<file path="src/rtl/clock_pkg.sv">
// Shared types, limits and the 12-hour display conversion for the timekeeper.
package clock_pkg;

  typedef enum logic [1:0] {
    ALM_DISARMED = 2'd0,
    ALM_ARMED    = 2'd1,
    ALM_RINGING  = 2'd2,
    ALM_SNOOZED  = 2'd3
  } alarm_state_t;

  localparam int unsigned MAX_HOUR    = 23;
  localparam int unsigned MAX_MIN_SEC = 59;

  // 0 -> 12, 1..12 unchanged, 13..23 -> hours-12
  function automatic logic [4:0] to_12h(input logic [4:0] h24);
    if (h24 == 5'd0)
      return 5'd12;
    else if (h24 > 5'd12)
      return h24 - 5'd12;
    else
      return h24;
  endfunction

endpackage

</file>
<file path="src/rtl/bin2bcd_2digit.sv">
// Converts a binary value 0..59 into tens/ones BCD digits.
module bin2bcd_2digit (
  input  logic [5:0] bin,
  output logic [3:0] tens,
  output logic [3:0] ones
);

  logic [5:0] rem;

  // Subtract the largest multiple of ten; the remainder is the ones digit
  always_comb begin
    tens = 4'd0;
    rem  = bin;
    if (bin >= 6'd50) begin
      tens = 4'd5;
      rem  = bin - 6'd50;
    end else if (bin >= 6'd40) begin
      tens = 4'd4;
      rem  = bin - 6'd40;
    end else if (bin >= 6'd30) begin
      tens = 4'd3;
      rem  = bin - 6'd30;
    end else if (bin >= 6'd20) begin
      tens = 4'd2;
      rem  = bin - 6'd20;
    end else if (bin >= 6'd10) begin
      tens = 4'd1;
      rem  = bin - 6'd10;
    end
    ones = rem[3:0];
  end

endmodule

</file>
<file path="src/rtl/clock_alarm_timekeeper.sv">
// 24-hour timekeeper with run/pause, validated time set, 12/24 h display
// and an alarm with snooze and unattended-ring timeout.
module clock_alarm_timekeeper
  import clock_pkg::*;
#(
  parameter int unsigned CLK_FREQ_HZ = 100_000_000,
  parameter int unsigned SNOOZE_SEC  = 300,
  parameter int unsigned RING_SEC    = 60
) (
  input  logic       clk,
  input  logic       reset,
  input  logic       run,
  input  logic       mode_12h,
  input  logic       set_valid,
  output logic       set_ready,
  input  logic [4:0] set_hours,
  input  logic [5:0] set_minutes,
  input  logic [5:0] set_seconds,
  output logic       set_err,
  input  logic       alarm_load,
  input  logic [4:0] alarm_hours,
  input  logic [5:0] alarm_minutes,
  input  logic       alarm_arm,
  input  logic       alarm_stop,
  input  logic       alarm_snooze,
  output logic       sec_pulse,
  output logic [3:0] sec_ones,
  output logic [3:0] sec_tens,
  output logic [3:0] min_ones,
  output logic [3:0] min_tens,
  output logic [3:0] hour_ones,
  output logic [3:0] hour_tens,
  output logic       pm,
  output logic       alarm_ring
);

  localparam int unsigned PW = $clog2(CLK_FREQ_HZ) + 1;
  localparam int unsigned SW = $clog2(SNOOZE_SEC) + 1;
  localparam int unsigned RW = $clog2(RING_SEC) + 1;

  localparam logic [PW-1:0] PRESC_LAST  = PW'(CLK_FREQ_HZ - 1);
  localparam logic [SW-1:0] SNOOZE_LAST = SW'(SNOOZE_SEC - 1);
  localparam logic [RW-1:0] RING_LAST   = RW'(RING_SEC - 1);
  localparam logic [4:0]    HOUR_LAST   = 5'(MAX_HOUR);
  localparam logic [5:0]    MS_LAST     = 6'(MAX_MIN_SEC);

  logic [PW-1:0] presc;
  logic [4:0]    hours;
  logic [5:0]    minutes;
  logic [5:0]    seconds;
  logic [4:0]    alm_hours;
  logic [5:0]    alm_minutes;
  logic [SW-1:0] snooze_cnt;
  logic [RW-1:0] ring_cnt;
  alarm_state_t  state;

  logic          tick;
  logic          set_accept;
  logic          set_in_range;
  logic          set_load;
  logic          alarm_match;
  logic [4:0]    hours_disp;

  assign tick         = run && (presc == PRESC_LAST);
  assign set_accept   = set_valid && set_ready;
  assign set_in_range = (set_hours <= HOUR_LAST) && (set_minutes <= MS_LAST) &&
                        (set_seconds <= MS_LAST);
  assign set_load     = set_accept && set_in_range;

  // Divide the board clock down to one tick per second; a load restarts the second
  always_ff @(posedge clk) begin
    if (reset)
      presc <= '0;
    else if (set_load || tick)
      presc <= '0;
    else if (run)
      presc <= presc + PW'(1);
  end

  // Handshake status: ready once out of reset, one-cycle error on a rejected load
  always_ff @(posedge clk) begin
    if (reset) begin
      set_ready <= 1'b0;
      set_err   <= 1'b0;
    end else begin
      set_ready <= 1'b1;
      set_err   <= set_accept && !set_in_range;
    end
  end

  // Time of day: a valid load takes precedence over a coincident tick
  always_ff @(posedge clk) begin
    if (reset) begin
      hours   <= '0;
      minutes <= '0;
      seconds <= '0;
    end else if (set_load) begin
      hours   <= set_hours;
      minutes <= set_minutes;
      seconds <= set_seconds;
    end else if (tick) begin
      if (seconds == MS_LAST) begin
        seconds <= '0;
        if (minutes == MS_LAST) begin
          minutes <= '0;
          hours   <= (hours == HOUR_LAST) ? 5'd0 : hours + 5'd1;
        end else begin
          minutes <= minutes + 6'd1;
        end
      end else begin
        seconds <= seconds + 6'd1;
      end
    end
  end

  // Second strobe aligned with the newly visible time; suppressed on a load
  always_ff @(posedge clk) begin
    if (reset)
      sec_pulse <= 1'b0;
    else
      sec_pulse <= tick && !set_load;
  end

  // Alarm time capture; out-of-range values are kept and simply never match
  always_ff @(posedge clk) begin
    if (reset) begin
      alm_hours   <= '0;
      alm_minutes <= '0;
    end else if (alarm_load) begin
      alm_hours   <= alarm_hours;
      alm_minutes <= alarm_minutes;
    end
  end

  assign alarm_match = sec_pulse && (hours == alm_hours) && (minutes == alm_minutes) &&
                       (seconds == 6'd0);

  // Alarm sequencing; disarming overrides every state, stop beats snooze
  always_ff @(posedge clk) begin
    if (reset) begin
      state      <= ALM_DISARMED;
      ring_cnt   <= '0;
      snooze_cnt <= '0;
    end else if (!alarm_arm) begin
      state <= ALM_DISARMED;
    end else begin
      case (state)
        ALM_DISARMED: state <= ALM_ARMED;
        ALM_ARMED: begin
          if (alarm_match) begin
            state    <= ALM_RINGING;
            ring_cnt <= '0;
          end
        end
        ALM_RINGING: begin
          if (alarm_stop) begin
            state <= ALM_ARMED;
          end else if (alarm_snooze) begin
            state      <= ALM_SNOOZED;
            snooze_cnt <= '0;
          end else if (sec_pulse) begin
            if (ring_cnt == RING_LAST)
              state <= ALM_ARMED;
            else
              ring_cnt <= ring_cnt + RW'(1);
          end
        end
        ALM_SNOOZED: begin
          if (alarm_stop) begin
            state <= ALM_ARMED;
          end else if (sec_pulse) begin
            if (snooze_cnt == SNOOZE_LAST) begin
              state    <= ALM_RINGING;
              ring_cnt <= '0;
            end else begin
              snooze_cnt <= snooze_cnt + SW'(1);
            end
          end
        end
        default: state <= ALM_DISARMED;
      endcase
    end
  end

  assign alarm_ring = (state == ALM_RINGING);

  assign hours_disp = mode_12h ? to_12h(hours) : hours;
  assign pm         = (hours >= 5'd12);

  bin2bcd_2digit u_sec_bcd (
    .bin  (seconds),
    .tens (sec_tens),
    .ones (sec_ones)
  );

  bin2bcd_2digit u_min_bcd (
    .bin  (minutes),
    .tens (min_tens),
    .ones (min_ones)
  );

  bin2bcd_2digit u_hour_bcd (
    .bin  ({1'b0, hours_disp}),
    .tens (hour_tens),
    .ones (hour_ones)
  );

endmodule

</file>
<file path="config.mk">
export PLATFORM = sky130hd
export DESIGN_NAME = clock_alarm_timekeeper
export DESIGN_NICKNAME = d
export VERILOG_FILES = /design/src/rtl/clock_pkg.sv /design/src/rtl/bin2bcd_2digit.sv /design/src/rtl/clock_alarm_timekeeper.sv
export SDC_FILE = /design/constraint.sdc
export NUM_CORES = 1
export LEC_CHECK = 0
export BUFFER_PORTS_ARGS = -buffer_cell sky130_fd_sc_hd__buf_2
export CAP_MARGIN = 0
export CELL_PAD_IN_SITES_DETAIL_PLACEMENT = 1
export CELL_PAD_IN_SITES_GLOBAL_PLACEMENT = 1
export CORE_ASPECT_RATIO = 0.5
export CORE_MARGIN = 5
export CORE_UTILIZATION = 47
export DETAILED_ROUTE_END_ITERATION = 7
export PLACE_DENSITY_LB_ADDON = 0.1
export REMOVE_ABC_BUFFERS = 1
export SLEW_MARGIN = 20
export SYNTH_ARGS = -nofsm -noshare
export SYNTH_HDL_FRONTEND = slang
export SYNTH_SLANG_ARGS = --single-unit
</file>
<file path="constraint.sdc">
create_clock -name clk -period 7.9 [get_ports clk]
set_input_delay 1.185 -clock clk [delete_from_list [all_inputs] [get_ports clk]]
set_output_delay 1.185 -clock clk [all_outputs]
set_load 0.02 [all_outputs]
</file>
Word level (Yosys, flattened, before mapping)
Index checks and enable logic that the tools add are counted.
{ "totals": {"word_cells": 178, "reg_bits": 78} }
{ "op_classes": {"eq_ne": 25, "bitwise": 1, "muxes": 70, "addsub": 22, "magnitude_cmp": 20, "n_reduce_logical": 28} }
{ "ops": {"columns": ["op", "count"], "rows": [
  ["$mux W4", 27],
  ["$mux W7", 8],
  ["$mux W10", 5],
  ["$mux W6", 7],
  ["$mux W5", 8],
  ["$sub A4 B4 Y4 const B", 9],
  ["$add A28 B1 Y28 const B", 1],
  ["$eq A28 B27 Y1 const B", 1],
  ["$ge A6 B5 Y1 const B", 4],
  ["$ge A6 B6 Y1 const B", 4],
  ["$pmux W7 S3", 1],
  ["$ne A2 B2 Y1 const B", 10],
  ["$pmux W10 S2", 1],
  ["$mux W2", 8],
  ["$add A6 B1 Y6 const B", 2],
  ["$eq A6 B6 Y1 const B", 2],
  ["$ge A5 B6 Y1 const B", 2],
  ["$ge A6 B4 Y1 const B", 2],
  ["$le A6 B6 Y1 const B", 2],
  ["$sub A4 B2 Y4 const B", 3],
  ["$sub A4 B3 Y4 const B", 3],
  ["$add A10 B1 Y10 const B", 1],
  ["$eq A10 B9 Y1 const B", 1],
  ["$ge A5 B4 Y1 const B", 2],
  ["other kinds (32)", 52]
]} }

Depth between registers and ports, before layout
{ "logic_depth": {"ltp_word": 10, "depth_mapped": 12} }

Modules after synthesis
From an unflattened synthesis, not the netlist that was laid out.
{ "unflattened": {"hier_cells": 682, "hier_area_um2": 5637.9} }
{ "by_module_without_submodules": {"columns": ["mod", "area_each_um2", "n_inst", "cells_each"], "rows": [
  ["clock_alarm_timekeeper", 4279.1, 1, 502],
  ["bin2bcd_2digit", 452.9, 3, 60]
]} }

Worst setup path after synthesis
No wires, ideal clock.
{ "synth_timing": {"kind": "in2out", "start": "input mode_12h", "end": "output hour_ones[1]", "slack_ps": 3800, "arrival_time_ps": 2915, "cell_stages": 9, "cell_sequence": "nand2b_1 -> o211a_1 -> and2_1 -> inv_1 -> ha_1 -> o21ai_0 -> nand4_1 -> a2bb2oi_1 -> xnor2_1"} }
{ "synth_via": {"elab_chain_len": 7} }
{ "synth_rtl": {"columns": ["element", "line", "source"], "rows": [
  ["start, declared", "clock_alarm_timekeeper.sv:13", "input logic mode_12h,"],
  ["$mux W5 *", "clock_alarm_timekeeper.sv:187", "assign hours_disp = mode_12h ? to_12h(hours) : hours;"],
  ["$sub A4 B4 Y4 or $ge A5 B4 Y1 (tied branches)", "bin2bcd_2digit.sv:28, bin2bcd_2digit.sv:26", null],
  ["$mux W4", "bin2bcd_2digit.sv:26", "end else if (bin >= 6'd10) begin"],
  ["$mux W4", "bin2bcd_2digit.sv:23", "end else if (bin >= 6'd20) begin"],
  ["$mux W4", "bin2bcd_2digit.sv:20", "end else if (bin >= 6'd30) begin"],
  ["$mux W4", "bin2bcd_2digit.sv:17", "end else if (bin >= 6'd40) begin"],
  ["$mux W4 *", "bin2bcd_2digit.sv:14", "if (bin >= 6'd50) begin"],
  ["end, declared", "clock_alarm_timekeeper.sv:31", "output logic [3:0] hour_ones,"]
]} }
Every way passes the cells marked *; elsewhere a longest branch is shown, timed or not.

Final worst setup path
{ "layout_timing": {"start": "register hours[0]", "end": "output hour_ones[1]"} }
{ "layout_via": {"elab_chain_len": 10} }
{ "layout_rtl": {"columns": ["element", "line", "source"], "rows": [
  ["start, declared", "clock_alarm_timekeeper.sv:48", "logic [4:0] hours;"],
  ["start signal, assigned", "clock_alarm_timekeeper.sv:98", "hours <= set_hours;"],
  ["start signal, assigned", "clock_alarm_timekeeper.sv:106", "hours <= (hours == HOUR_LAST) ? 5'd0 : hours + 5'd1;"],
  ["$sub A5 B4 Y5 or $gt A5 B4 Y1 (tied branches)", "clock_pkg.sv:19, clock_pkg.sv:18", null],
  ["$mux W5", "clock_pkg.sv:18", "else if (h24 > 5'd12)"],
  ["$mux W5", "clock_pkg.sv:16", "if (h24 == 5'd0)"],
  ["$mux W5 *", "clock_alarm_timekeeper.sv:187", null],
  ["$sub A4 B4 Y4 or $ge A5 B4 Y1 (tied branches)", "bin2bcd_2digit.sv:28, bin2bcd_2digit.sv:26", null],
  ["$mux W4", "bin2bcd_2digit.sv:26", null],
  ["$mux W4", "bin2bcd_2digit.sv:23", null],
  ["$mux W4", "bin2bcd_2digit.sv:20", null],
  ["$mux W4", "bin2bcd_2digit.sv:17", null],
  ["$mux W4 *", "bin2bcd_2digit.sv:14", null]
]} }
Marked as above.

==> results.txt <==
- Cells taking the most area after synthesis: sky130_fd_sc_hd__dfxtp_1 29%, sky130_fd_sc_hd__ha_1 7.9%, sky130_fd_sc_hd__nor2_1 4.2%
- Detailed placement ended at an HPWL of 11,000 um.
* Starting density of the core: 48.7%
- The most used flip-flop cell after synthesis is sky130_fd_sc_hd__dfxtp_1.
- The run finished with clean final reports.
- Io pins: 66
* First-pass GRT wire length: between 20,000 and 30,000 um
- Detailed router's first-iteration violation count: around 280
- Share of the clock period used by the worst path: 56.2%
- For the worst setup path, the data required time is approximately 6.7 ns.
- The number of pins exceeding their max-slew limit in the final report is 0.
- Cell depth of the worst min-delay path: 2
* R2r worst-path depth: 6
* GR Overflow Total: 0
* FP Rows: 27
- # DRC: 0
* Dpl cell area: 5730 um^2
* Area fraction in compound gates after synthesis: roughly a fifth
- Max transition margin: between 30 and 40%
- By startpoint and endpoint, the worst setup path is classified as register to primary output.
* Post-Synth XOR/XNOR Area: approximately 7.3%
- Root Buffer Master: sky130_fd_sc_hd__clkbuf_16
- CTS hold repair buffers: 0
* Setup Fix Bufs, Post-CTS: 0
- Final Critical Period: 4.44 ns
- A synthesized cell averages 8.02 um^2.
- In this run the biggest area consumer among cell types represents 28.9% of the synthesized area.
- Counting instances in the post-synthesis netlist gives the leading cell types as 78 x sky130_fd_sc_hd__dfxtp_1, 61 x sky130_fd_sc_hd__nor2_1, 57 x sky130_fd_sc_hd__nand2_1.
- After detailed placement, the design holds a cell count of ~850.
- Vias after detailed routing: 5,189
- Total number of yosys warnings: 0
- Among all cell types in the netlist, the one instantiated most often is sky130_fd_sc_hd__dfxtp_1.
- Max Fanout on Critical Path: 7
* Class of the most critical hold timing path: register to register
- IR analysis of the VDD net gives a maximum drop of 0.000112 V.
* Number of antenna violations at the first check in global routing: 0
* Multiplexer fraction of the synthesized cell area: 3.35%
- Post-synthesis share of cell area spent on and, or, nand and nor gates: between 20% and 30%
- Entering global routing, the biggest net connects 32 pins.
* Number of global-route vias before repair: 5,271
- STA classifies the critical path endpoint as a primary output.
* Placer's final routability congestion estimate: 0.820
- For the final database, setup skew stands at 0.00723 ns.
- Summing the sequential cell areas from Yosys gives 28.9% of the chip area.
- The clock tree synthesis step divided the H-tree into 3 levels.
* Cts repair resizes: 0
- Area grow syn2layout: 12.4%
* Number of enable-type register cells in the synthesized netlist: 0
- For this run, the total global-route usage over all layers was measured as 22.4%.
* CTS Buf Count: 9
- Detail-routed via count per cell: 6.01
- The synthesized netlist devotes 7.87% of its cell area to adder and majority cells.
- Deepest clock path buffer count: 2
* Total Routed Length: 15,400 um
* Final-report setup violation count: 0
- Vertical die dimension: 85.9 um
* Arr. time, crit path: 3.26 ns
- Detailed-route wire length per cell: between 15 and 20 um
- Cell Area, Synth: 5410 um^2
* Post-route standard cell area excluding fillers: 6080 um^2
- Clock slew at reported path FFs: 0.06 ns
- Antenna violation net count after detailed routing: 0
- Of the cells placed in the final design, the portion with a size suffix greater than 1 is between 10% and 20%.
- The number of different library cells used by synthesis comes to slightly below 70.
* Area of the core: 11,100 um^2
* Flop and latch count out of synthesis: a little under 80
- Of all flip-flops after synthesis, the portion carrying an async set or reset was 0%.
* Clock latency at the later pin of the worst-skew pair: roughly 0.34 ns
- TritonCTS built the clock tree.
- The final layout contains 784 nets.
- Number of port buffers: 61
* Die area: 13,900 um^2
* Fin cells: 863
- Register-to-Register Setup Slack: 5.36 ns
* Number of hold-slack violations in the final timing report: 0
* Gate Count Post-Synth: 674
* Top cell type by total area after synthesis: sky130_fd_sc_hd__dfxtp_1
* Largest family of logic cells by synthesized area: simple AND/OR/NAND/NOR gates
* Diode insertion count for antenna repair: 0
* Setup repair after global routing missed its margin: false
- Across the run, the number of max-cap violations was 0.
- Summed over all failing endpoints, the final setup total negative slack is 0 ns.
* Power per cell area: 178 nW/um^2
- Clock sinks: 78
- Static timing analysis puts the maximum clock frequency at 225 MHz.
- Router iterations before antenna repair: 4
- Slew at the pin closest to its max-slew limit: 0.916 ns
- Element type at the critical path start: register
- For this design the static power due to leakage is around 2.4 nW.
- Die extent in x: 162 um
-- path summary, 6_finish.rpt --
check             endpoint          start
max           hour_ones[1]       hours[0]
max reg2reg      presc[15]       presc[0]
min reg2reg  snooze_cnt[8]  snooze_cnt[8]
min          snooze_cnt[8]  snooze_cnt[8]
-- kinds of logic (layout without fill, tap and decap cells) --
| kind of cell | after synthesis | in the layout |
|---|---|---|
| AND/OR/NAND/NOR | 283 | 283 |
| AO/OA/AOI/OAI | 149 | 149 |
| other | 1 | 4 |
| multiplexers | 18 | 18 |
| XOR/XNOR | 45 | 45 |
| adder cells (fa/ha/maj) | 34 | 34 |
| buffers and inverters | 66 | 107 |
| flip-flops | 78 | 78 |
-- where the power goes --
part / leakage [nW] / total (mW) / switching [mW] / internal (mW)
combinational: 1.62 / 0.181 / 0.110 / 0.0702
clock: 0.159 / 0.479 / 0.171 / 0.308
sequential: 0.634 / 0.425 / 0.0214 / 0.404
total: 2.42 / 1.08 / 0.302 / 0.782
-- stage by stage --
stage	setup WS, ns	total power [mW]	util, %	hold WS (ns)
2_1_floorplan	3.80	0.548	-	0.435
5_1_grt	3.21	1.13	54.7	0.520
6_report	3.46	1.08	54.7	0.502
4_1_cts	3.49	1.09	54.6	0.496
3_3_place_gp	3.60	0.606	51.5	0.468
3_5_place_dp	3.53	0.612	51.5	0.486
-- registers in the layout (all words and copies together), names as in the netlist --
| name | count |
|---|---|
| alm_hours | 5 |
| alm_minutes | 6 |
| hours | 5 |
| minutes | 6 |
| presc | 28 |
| ring_cnt | 7 |
| sec_pulse | 1 |
| seconds | 6 |
| set_err | 1 |
| set_ready | 1 |
| snooze_cnt | 10 |
| state | 2 |
-- cell usage in the layout (no fill, tap or decap), types with 6 or more instances in the layout --
master / synthesis / final
sky130_fd_sc_hd__buf_2: 9 / 61
sky130_fd_sc_hd__xor2_1: 20 / 20
sky130_fd_sc_hd__ha_1: 34 / 34
sky130_fd_sc_hd__o211ai_1: 8 / 8
sky130_fd_sc_hd__o21ai_0: 30 / 30
sky130_fd_sc_hd__mux2i_1: 17 / 17
sky130_fd_sc_hd__a211oi_1: 8 / 8
sky130_fd_sc_hd__and3_1: 9 / 9
sky130_fd_sc_hd__nand4_1: 21 / 21
sky130_fd_sc_hd__inv_1: 29 / 29
sky130_fd_sc_hd__a21o_1: 6 / 6
sky130_fd_sc_hd__or3_1: 6 / 6
sky130_fd_sc_hd__nor4_1: 11 / 11
sky130_fd_sc_hd__clkbuf_16: 0 / 9
sky130_fd_sc_hd__and2_1: 8 / 8
sky130_fd_sc_hd__nand2b_1: 8 / 8
sky130_fd_sc_hd__a31oi_1: 14 / 14
sky130_fd_sc_hd__nand2_1: 57 / 57
sky130_fd_sc_hd__nand3_1: 27 / 27
sky130_fd_sc_hd__nor2_1: 61 / 61
sky130_fd_sc_hd__nor2b_1: 9 / 9
sky130_fd_sc_hd__dfxtp_1: 78 / 78
sky130_fd_sc_hd__nor3_1: 18 / 18
sky130_fd_sc_hd__or4_1: 11 / 11
sky130_fd_sc_hd__xnor2_1: 25 / 25
sky130_fd_sc_hd__and4_1: 10 / 10
sky130_fd_sc_hd__a311oi_1: 7 / 7
sky130_fd_sc_hd__a21oi_1: 25 / 25
-- area by class of cell --
cell class              instances  area (um^2)
flip-flops and latches         78         1560
repair buffers                 62          317
clock inverters                 6          110
fillers                      1393         5030
clock buffers                  10          229
inverters                      29          109
well taps                     145          181
multi-input cells             533         3570
-- per-layer routing --
layer	vias up	share of wire, %	track usage, %	wire length [um]
met1	2567	48	28.3	7420
met2	67	49	40.7	7500
met4	0	0.72	4.37	111
met3	11	2.2	3.98	342
li1	2544	-	-	-
met5	-	0	0	0
-- worst max-delay path, cell delays in order, from the launching register on --
cell	delay, ns
sky130_fd_sc_hd__dfxtp_1	0.44
sky130_fd_sc_hd__inv_1	0.15
sky130_fd_sc_hd__ha_1	0.31
sky130_fd_sc_hd__a21boi_0	0.22
sky130_fd_sc_hd__o211a_1	0.26
sky130_fd_sc_hd__and2_1	0.25
sky130_fd_sc_hd__inv_1	0.09
sky130_fd_sc_hd__ha_1	0.25
sky130_fd_sc_hd__o311a_1	0.14
sky130_fd_sc_hd__a211oi_1	0.28
sky130_fd_sc_hd__a2bb2oi_1	0.16
sky130_fd_sc_hd__xnor2_1	0.19
sky130_fd_sc_hd__buf_2	0.19
Note: power is estimated with default switching activity, not from simulation.
